`src/rtl/imem_loader_pkg.sv`:
```
// Shared constants and state encoding for the boot-time instruction loader.
package imem_loader_pkg;

    // Default instruction-memory word-address width (program counter width).
    localparam int PC_WIDTH = 10;

    // Frame layout constants: 16-bit word-count field, 4 bytes per word.
    localparam int LEN_W          = 16;
    localparam int BYTES_PER_WORD = 4;
    localparam int BYTE_CNT_W     = 2;

    // Loader states.
    typedef enum logic [2:0] {
        S_IDLE = 3'd0,
        S_LEN0 = 3'd1,
        S_LEN1 = 3'd2,
        S_DATA = 3'd3,
        S_CHK  = 3'd4,
        S_DONE = 3'd5,
        S_ERR  = 3'd6
    } state_t;

    // States in which a new load may be requested.
    function automatic logic is_rest_state(input state_t s);
        return (s == S_IDLE) || (s == S_DONE) || (s == S_ERR);
    endfunction

endpackage

```
`src/rtl/imem_word_packer.sv`:
```
// Packs accepted bytes little-endian into 32-bit words and flags the
// byte that completes a word. The completed word is presented combinationally
// together with the strobe so the loader can register it in the same edge.
module imem_word_packer
    import imem_loader_pkg::*;
(
    input  logic        clk,
    input  logic        rst,
    input  logic        i_clear,
    input  logic        i_push,
    input  logic [7:0]  i_byte,
    output logic [31:0] o_word,
    output logic        o_word_done
);

    logic [BYTE_CNT_W-1:0] r_cnt;
    // Only lanes 0..2 need storage; lane 3 comes straight from the input.
    logic [23:0]           r_asm;

    // Byte counter and assembly register; cleared at the start of each load.
    always_ff @(posedge clk or posedge rst) begin
        if (rst) begin
            r_cnt <= '0;
            r_asm <= '0;
        end else if (i_clear) begin
            r_cnt <= '0;
            r_asm <= '0;
        end else if (i_push) begin
            r_cnt <= r_cnt + 1'b1;
            case (r_cnt)
                2'd0:    r_asm[7:0]   <= i_byte;
                2'd1:    r_asm[15:8]  <= i_byte;
                2'd2:    r_asm[23:16] <= i_byte;
                default: r_asm        <= r_asm;
            endcase
        end
    end

    assign o_word_done = i_push && (r_cnt == BYTE_CNT_W'(BYTES_PER_WORD - 1));
    assign o_word      = {i_byte, r_asm};

endmodule

```
`src/rtl/imem_loader.sv`:
```
// Boot-time program loader: parses a framed byte stream (length, data words,
// XOR checksum) and writes the words into instruction memory while holding
// the core stalled through busy.
module imem_loader
    import imem_loader_pkg::*;
#(
    parameter int AW    = PC_WIDTH,
    parameter int DEPTH = 1024
) (
    input  logic          clka,
    input  logic          rsta,
    input  logic          load_start,
    input  logic          in_valid,
    input  logic [7:0]    in_data,
    output logic          in_ready,
    output logic          we,
    output logic [AW-1:0] waddr,
    output logic [31:0]   wdata,
    output logic          busy,
    output logic          done,
    output logic          err
);

    state_t             r_state;
    logic               r_in_ready;
    logic               r_we;
    logic [AW-1:0]      r_waddr;
    logic [31:0]        r_wdata;
    logic               r_busy;
    logic               r_done;
    logic               r_err;
    logic [7:0]         r_chk;
    logic [LEN_W-1:0]   r_len;
    logic [AW:0]        r_wcnt;

    logic               w_accept;
    logic               w_start;
    logic               w_push;
    logic [LEN_W-1:0]   w_len;
    logic [AW:0]        w_wcnt_next;
    logic [31:0]        w_word;
    logic               w_word_done;

    // A byte moves only when the source offers it and we advertise ready.
    assign w_accept    = in_valid && r_in_ready;
    assign w_start     = load_start && is_rest_state(r_state);
    assign w_push      = w_accept && (r_state == S_DATA);
    assign w_len       = {in_data, r_len[7:0]};
    assign w_wcnt_next = r_wcnt + 1'b1;

    imem_word_packer u_packer (
        .clk         (clka),
        .rst         (rsta),
        .i_clear     (w_start),
        .i_push      (w_push),
        .i_byte      (in_data),
        .o_word      (w_word),
        .o_word_done (w_word_done)
    );

    // Frame state machine with registered status, handshake and write-port outputs.
    always_ff @(posedge clka or posedge rsta) begin
        if (rsta) begin
            r_state    <= S_IDLE;
            r_in_ready <= 1'b0;
            r_we       <= 1'b0;
            r_waddr    <= '0;
            r_wdata    <= '0;
            r_busy     <= 1'b0;
            r_done     <= 1'b0;
            r_err      <= 1'b0;
            r_chk      <= '0;
            r_len      <= '0;
            r_wcnt     <= '0;
        end else begin
            r_we <= 1'b0;
            case (r_state)
                S_IDLE, S_DONE, S_ERR: begin
                    if (w_start) begin
                        r_state    <= S_LEN0;
                        r_in_ready <= 1'b1;
                        r_busy     <= 1'b1;
                        r_done     <= 1'b0;
                        r_err      <= 1'b0;
                        r_chk      <= '0;
                        r_wcnt     <= '0;
                    end
                end
                S_LEN0: begin
                    if (w_accept) begin
                        r_len   <= {8'h00, in_data};
                        r_chk   <= r_chk ^ in_data;
                        r_state <= S_LEN1;
                    end
                end
                S_LEN1: begin
                    if (w_accept) begin
                        r_len <= w_len;
                        r_chk <= r_chk ^ in_data;
                        if ({16'h0000, w_len} > DEPTH) begin
                            // Oversized program: reject before touching memory.
                            r_state    <= S_ERR;
                            r_err      <= 1'b1;
                            r_busy     <= 1'b0;
                            r_in_ready <= 1'b0;
                        end else if (w_len == '0) begin
                            r_state <= S_CHK;
                        end else begin
                            r_state <= S_DATA;
                        end
                    end
                end
                S_DATA: begin
                    if (w_accept) begin
                        r_chk <= r_chk ^ in_data;
                        if (w_word_done) begin
                            r_we    <= 1'b1;
                            r_waddr <= r_wcnt[AW-1:0];
                            r_wdata <= w_word;
                            r_wcnt  <= w_wcnt_next;
                            if (LEN_W'(w_wcnt_next) == r_len) begin
                                r_state <= S_CHK;
                            end
                        end
                    end
                end
                S_CHK: begin
                    if (w_accept) begin
                        r_busy     <= 1'b0;
                        r_in_ready <= 1'b0;
                        if (in_data == r_chk) begin
                            r_state <= S_DONE;
                            r_done  <= 1'b1;
                        end else begin
                            r_state <= S_ERR;
                            r_err   <= 1'b1;
                        end
                    end
                end
                default: begin
                    r_state    <= S_IDLE;
                    r_in_ready <= 1'b0;
                    r_busy     <= 1'b0;
                end
            endcase
        end
    end

    assign in_ready = r_in_ready;
    assign we       = r_we;
    assign waddr    = r_waddr;
    assign wdata    = r_wdata;
    assign busy     = r_busy;
    assign done     = r_done;
    assign err      = r_err;

endmodule

```
`config.mk`:
```
export PLATFORM = sky130hd
export DESIGN_NAME = imem_loader
export DESIGN_NICKNAME = d
export VERILOG_FILES = /design/src/rtl/imem_loader_pkg.sv /design/src/rtl/imem_word_packer.sv /design/src/rtl/imem_loader.sv
export SDC_FILE = /design/constraint.sdc
export NUM_CORES = 1
export LEC_CHECK = 0
export CAP_MARGIN = 30
export CORE_MARGIN = 5
export CORE_UTILIZATION = 51
export DETAILED_ROUTE_END_ITERATION = 8
export MAX_ROUTING_LAYER = met4
export PLACE_DENSITY_LB_ADDON = 0.2
export SLEW_MARGIN = 5
export SYNTH_ARGS = -nofsm -noshare
export SYNTH_HDL_FRONTEND = slang
export SYNTH_SLANG_ARGS = --single-unit
export TNS_END_PERCENT = 1
```
`constraint.sdc`:
```
create_clock -name clka -period 4.57 [get_ports clka]
set_input_delay 0.457 -clock clka [delete_from_list [all_inputs] [get_ports clka]]
set_output_delay 0.457 -clock clka [all_outputs]
set_load 0.05 [all_outputs]
```
==> impl_metrics.ini <==
[placed_design]
io_buffers = 58
gp_congestion = 0.777
dp_hpwl_um = 7710
dp.cells = 734
place_area_mm2 = 0.00595

[critical_path]
worst_setup_path_end_kind = flop
path_class = in -> reg
crit_required_ns = 4.81
r2r-start = r_state[1]$_DFFE_PP0P_
critPathLaunchType = primary input
r2r_cells = 7
reg2reg_slack_ns = 1.89
cp_max_fo = 50
arrival_ns = 3.01
r2r-end = r_wcnt[6]$_DFFE_PP0P_

[sta]
finalSetupViolations = 0
timing.hold.ws_ns = 0.477
max_freq_mhz = 361
relSlewSlack_pct = 45.8
fin_crit_sh_pct = 60.6
setup_tns_ns = 0
slew_violations = 0
hold_violations = 0
fin_crit_ns = 2.77
rsz0062_at_grt = no
tightest_slew_ns = 0.811
skew_ns = 0.00852

[floorplanning]
start_util_pct = 51.8
fp.dieH_um = 112
num_io_pins = 59
fp.dieArea_mm2 = 0.0125
die_x_um = 112
num_rows = 37
core-area_mm2 = 0.0102

[logic_synthesis]
avgSynthCellArea_um2 = 9.24
ys_ff_latch = 110
synth.top_cells.by_area = dfrtp_1, nand2_1, mux2i_1
synth_warnings = 0
synth_top_area_share_pct = 51.9
synth_cells = 574
yosysSeqAreaShare_pct = 51.9
synth.distinct_cells = 58
synth_top_area_cell = dfrtp_1
syn_area_mm2 = 0.00530
synth_fp_nets = 591

[power]
power.internal_mw = 1.25
leakage_nw = 3.09
switching_share_pct = 21.8
peakVddDrop_uv = 124
p_comb_share_pct = 3.5
p_sw_uw = 350
powerDensity_mw_per_mm2 = 261
seqPwrFrac_pct = 60.7
power_frac_clock_pct = 35.8
total_power_mw = 1.60

[finish]
num_antenna_cells = 0
fin_area_mm2 = 0.00613
areaGrowthSynthToFinish_pct = 15.6
layout.cells.non_filler = 748
fillers = 903
fin_nets = 626
drive_above_1_share_pct = 6.70

[clock_tree]
cts.path.max_buffers = 2
cts_buffers = 9
cts_num_sinks = 110
clock_tree.root_cell = clkbuf_8
cts_tree = yes
cts_setup_buffers = 0
ctsResizeCount = 0
insertion_delay_ns = 0.37
cts_hold_buf = 0
clk_pin_slew_worst_paths_ns = 0.10
h-tree-depth = 3

[run]
cap_viol_max_count = 0

[global_routing]
grt_first_pass_wirelength_um = 19800
grt_pass1_vias = 4019
antenna_found_initial = 0
grt_max_degree = 58
grt_overflow_total = 0
grt_use_total_pct = 19.7

[route]
wl_per_cell_um = 15.3
avgViaCountPerCell = 5.38
dr.pass1.iters = 4
drt_first_iter_violations = 258
drcViolationCount = 0
ant_nets = 0
drt-total-wl_um = 11400
num_vias = 4025

[worst_hold_path]
hold_end = wdata[3]$_DFFE_PP0P_
hp-class = reg -> reg
min_from = u_packer.r_asm[3]$_DFFE_PP0P_
worst_hold_path.num_cells = 2

[outcome]
status = completed
layer usage:
| metal | GRT usage, % | vias to the layer above | share of wire (%) |
|---|---|---|---|
| met2 | 29.5 | 83 | 45 |
| li1 | - | 1960 | - |
| met5 | - | - | 0 |
| met4 | 6.65 | 0 | 1.4 |
| met3 | 2.88 | 15 | 4.1 |
| met1 | 27.6 | 1967 | 49 |
metrics by stage:
step / setup slack [ns] / utilization [%]
2_1_floorplan: 1.21 / -
3_3_place_gp: 1.54 / 57.9
3_5_place_dp: 1.45 / 58.1
4_1_cts: 1.85 / 59.9
5_1_grt: 1.57 / 59.9
6_report: 1.80 / 59.9
worst max path at each step:
stage	from	endpoint	slack (ns)	depth (start not counted)
after detailed placement	in_valid	r_wcnt[6]$_DFFE_PP0P_	1.45	8
after CTS	in_valid	r_wcnt[6]$_DFFE_PP0P_	1.85	8
after floorplan	rsta	busy$_DFFE_PP0P_	1.21	1
final	in_valid	r_wcnt[6]$_DFFE_PP0P_	1.80	8
after global placement	in_valid	r_wcnt[9]$_DFFE_PP0P_	1.54	8
after global routing	in_valid	r_wcnt[6]$_DFFE_PP0P_	1.57	8
flip-flops by register name, summed over array words and instances (netlist names):
register	count
err	1
u_packer.r_cnt	2
done	1
r_state	3
r_wcnt	11
busy	1
r_chk	8
we	1
waddr	10
u_packer.r_asm	24
wdata	32
r_len	16
cells in the mapped netlist (all sizes together):
master   number
a211oi        3
a21boi        1
a21o          1
a21oi         6
a221oi        1
a22o          9
a2bb2oi       1
a31o          8
a31oi         1
and2          3
and3          4
and3b         1
buf          17
clkbuf       23
dfrtp       110
ha            5
inv          19
mux2          1
mux2i        24
nand2       150
nand2b       12
nand3        21
nand3b        1
nand4         5
nor2         47
nor2b        10
nor3          7
nor4          3
nor4b         1
o21a          1
o21ai        38
o21ba         1
o221ai        1
o22ai         2
o2bb2ai       2
o311a         1
o31ai         6
o32ai         1
or2           2
or3           1
or4           2
xnor2        14
xor2          5
xor3          2
power by group through the flow:
stage / clock network [mW] / logic, mW / registers (mW)
6_report: 0.574 / 0.0554 / 0.972
5_1_grt: 0.633 / 0.0621 / 0.973
4_1_cts: 0.592 / 0.0570 / 0.972
3_5_place_dp: 0 / 0.0569 / 0.992
3_3_place_gp: 0 / 0.0530 / 0.992
2_1_floorplan: 0 / 0.0290 / 0.992
placed cells by master, fill, tap and decap left out, drive strengths merged, types with 4 or more instances in the layout:
cell type,Yosys,routed
o31ai,6,6
a21oi,6,6
nor2,47,47
xor2,5,5
nand3,21,21
inv,19,20
mux2i,24,24
and3,4,4
nor2b,10,10
a22o,9,9
o21ai,38,38
nand2,150,150
clkdlybuf4s50,0,58
nor3,7,7
dfrtp,110,110
buf,17,6
clkbuf,23,11
xnor2,14,14
nand2b,12,12
ha,5,5
a31o,8,8
nand4,5,5
cell type report:
class                           count  area, um^2  area share [%]
Sequential cell                   110        2750            44.9
Clock inverter                      3        43.8           0.714
Tap cell                          136         170            2.77
Timing Repair Buffer               64         646            10.5
Clock buffer                       11         141            2.31
Inverter                           19        73.8            1.20
Multi-Input combinational cell    405        2300            37.6
kinds of logic after synthesis:
kind of cell / after synthesis / synth area share (%)
muxes: 25 / 4.74
and+or+nand+nor: 270 / 22.4
AOI/OAI and AO/OA: 84 / 10.7
adders and majority gates: 5 / 1.18
buffers and inverters: 59 / 4.67
DFF: 110 / 51.9
xor gates and xnor gates: 21 / 4.41
worst max-delay path: stages:
cell             delay, ns
clkdlybuf4s50_1       0.46
and2_1                0.34
and3_1                0.39
nand2_2               0.10
inv_2                 0.59
nor2_1                0.31
o21ai_1               0.22
o31ai_1               0.09
Power figures use the tool's default switching activity.
==> variant: new RTL, config.mk and constraints unchanged <==
Make the reset (`rst` and `rsta`) synchronous in 2 clocked blocks.
--- a/src/rtl/imem_word_packer.sv
+++ b/src/rtl/imem_word_packer.sv
@@ -18,7 +18,7 @@
     logic [23:0]           r_asm;
 
     // Byte counter and assembly register; cleared at the start of each load.
-    always_ff @(posedge clk or posedge rst) begin
+    always_ff @(posedge clk) begin
         if (rst) begin
             r_cnt <= '0;
             r_asm <= '0;
--- a/src/rtl/imem_loader.sv
+++ b/src/rtl/imem_loader.sv
@@ -59,7 +59,7 @@
     );
 
     // Frame state machine with registered status, handshake and write-port outputs.
-    always_ff @(posedge clka or posedge rsta) begin
+    always_ff @(posedge clka) begin
         if (rsta) begin
             r_state    <= S_IDLE;
             r_in_ready <= 1'b0;
Behaviour: differs if rsta is asserted again (counterexample within 4 cycles, from zero or initial values and one cycle with rsta high); with rsta held inactive, the same outputs for 10 cycles.
==> variant against the unedited design <==
- wire length up 2.2%
- setup slack better by 180 ps
- sequential share of layout area down 6.0 points
- area after synthesis down 8.6%
- final area down 7.8%
- non-clock buffer count down 1
- sequential cell count unchanged
- final cell count up 2.0%
- first-iteration DRC count up 43%
- fmax up 7.0%
- critical path type is now register to register
- largest cell class is now multi-input gates
Power is not compared: it rests on default switching activity, and its combinational part moved more than twofold at a synthesized area within 25%.
==> variant: results (changes against the unedited design) <==
Run status
  • Status: completed

Detailed routing
  • Final WL: 11,690 µm (+2.2%)
  • Via count: 4,213 (+4.7%)
  • DR pass1 iterations: 5 (+1)
  • Starting DRT DRC Count: 368 (+43%)

Hold path
  • Hold EP: wdata[18]
  • HP Start: u_packer.r_asm[18]

Place
  • Routability Congestion: 0.8441 (+8.6%)
  • Dpl cells: 746 (+1.6%)
  • Placement-stage worst setup slack: 1837 ps (+389.4 ps)

Worst setup path
  • Worst R2R Setup Slack: 1980 ps (+90 ps)
  • RR Startpoint: r_wcnt[0]
  • WP data arrival: 2840 ps (-170 ps)
  • Slowest CP cell: dfxtp_1
  • CP peak stage delay: 560 ps (-30 ps)
  • Reg2Reg Capture Point: r_state[0]

Timing
  • Setup Skew: 14.78 ps (+6.256 ps)
  • Rel. slew slack: 42.04% (-3.8 points)

GRT
  • First-pass GRT wire length: 19,170 µm (-3.0%)
  • Largest net degree at the start of global routing: 85 (+47%)
  • Number of global-route vias before repair: 3,868 (-3.8%)
  • GRT Util Overall: 21.27% (+1.6 points)

Yosys
  • Post-synthesis sequential area ratio: 45.43% (-6.5 points)
  • Mapped Cells: 598 (+4.2%)
  • Most frequent cells after synthesis: nand2_1, dfxtp_1, nor2_1
  • Synth Net Count: 615 (+4.1%)

Final layout
  • Final Net Count: 646 (+3.2%)
  • Number of fillers in the final layout: 823 (-8.9%)

CTS
  • Clock transition at the registers of the reported paths: 120 ps (+20 ps)
-- variant: worst max-delay path by stage --
stage / end / depth (start not counted) / start
floorplan: r_state[0] / 7 / r_wcnt[0]
global placement: r_wcnt[9] / 5 / in_valid
detailed placement: r_state[0] / 8 / in_valid
CTS: r_state[0] / 7 / r_wcnt[0]
global route: r_state[0] / 7 / r_wcnt[0]
finish: r_state[0] / 7 / r_wcnt[0]
-- variant: cell type report --
type                    count  area share (%)
clock buffers              10           2.257
well taps                 129           2.854
flip-flops and latches    110           38.94
multi-input cells         436           43.10
inverters                   9          0.5973
repair buffers             63           11.15
clock inverters             6           1.106
-- variant: report_power, final --
group / internal, mW / total, mW / switching (mW)
Sequential: 0.980 / 1.01 / 0.0327
Clock: 0.214 / 0.565 / 0.351
Combinational: 0.102 / 0.315 / 0.212
Total: 1.30 / 1.89 / 0.596
-- variant: routing by layer --
layer,global-route usage (%),part of all wire (%),up-vias
li1,-,-,2103
met1,26.67,44,1966
met2,35.17,48,126
met3,2.999,5.1,18
met4,7.484,1.9,0
met5,-,0,-
-- variant: kinds of logic after synthesis --
kind of cell	Yosys count	synth area share, %
xor gates and xnor gates	18	3.253
adders and majority gates	5	1.291
muxes	23	4.750
DFF	110	45.43
AOI/OAI and AO/OA	129	15.72
buffers and inverters	52	4.414
and+or+nand+nor	261	25.14
-- variant: worst max-delay path: cells and delay by family (launching register included) --
family	cells	cell delay, ps
and+or+nand+nor	3	840
DFF	1	560
AOI/OAI and AO/OA	2	540
adders and majority gates	1	370
xor gates and xnor gates	1	160
-- variant: stage by stage --
step	total power, mW	utilization [%]	instance area [µm²]
detailed placement	1.344	59.09	5460
CTS	1.903	61.15	5650
global placement	1.332	58.71	5425
global route	1.986	61.21	5655
finish	1.893	61.21	5655
floorplan	1.261	-	4847
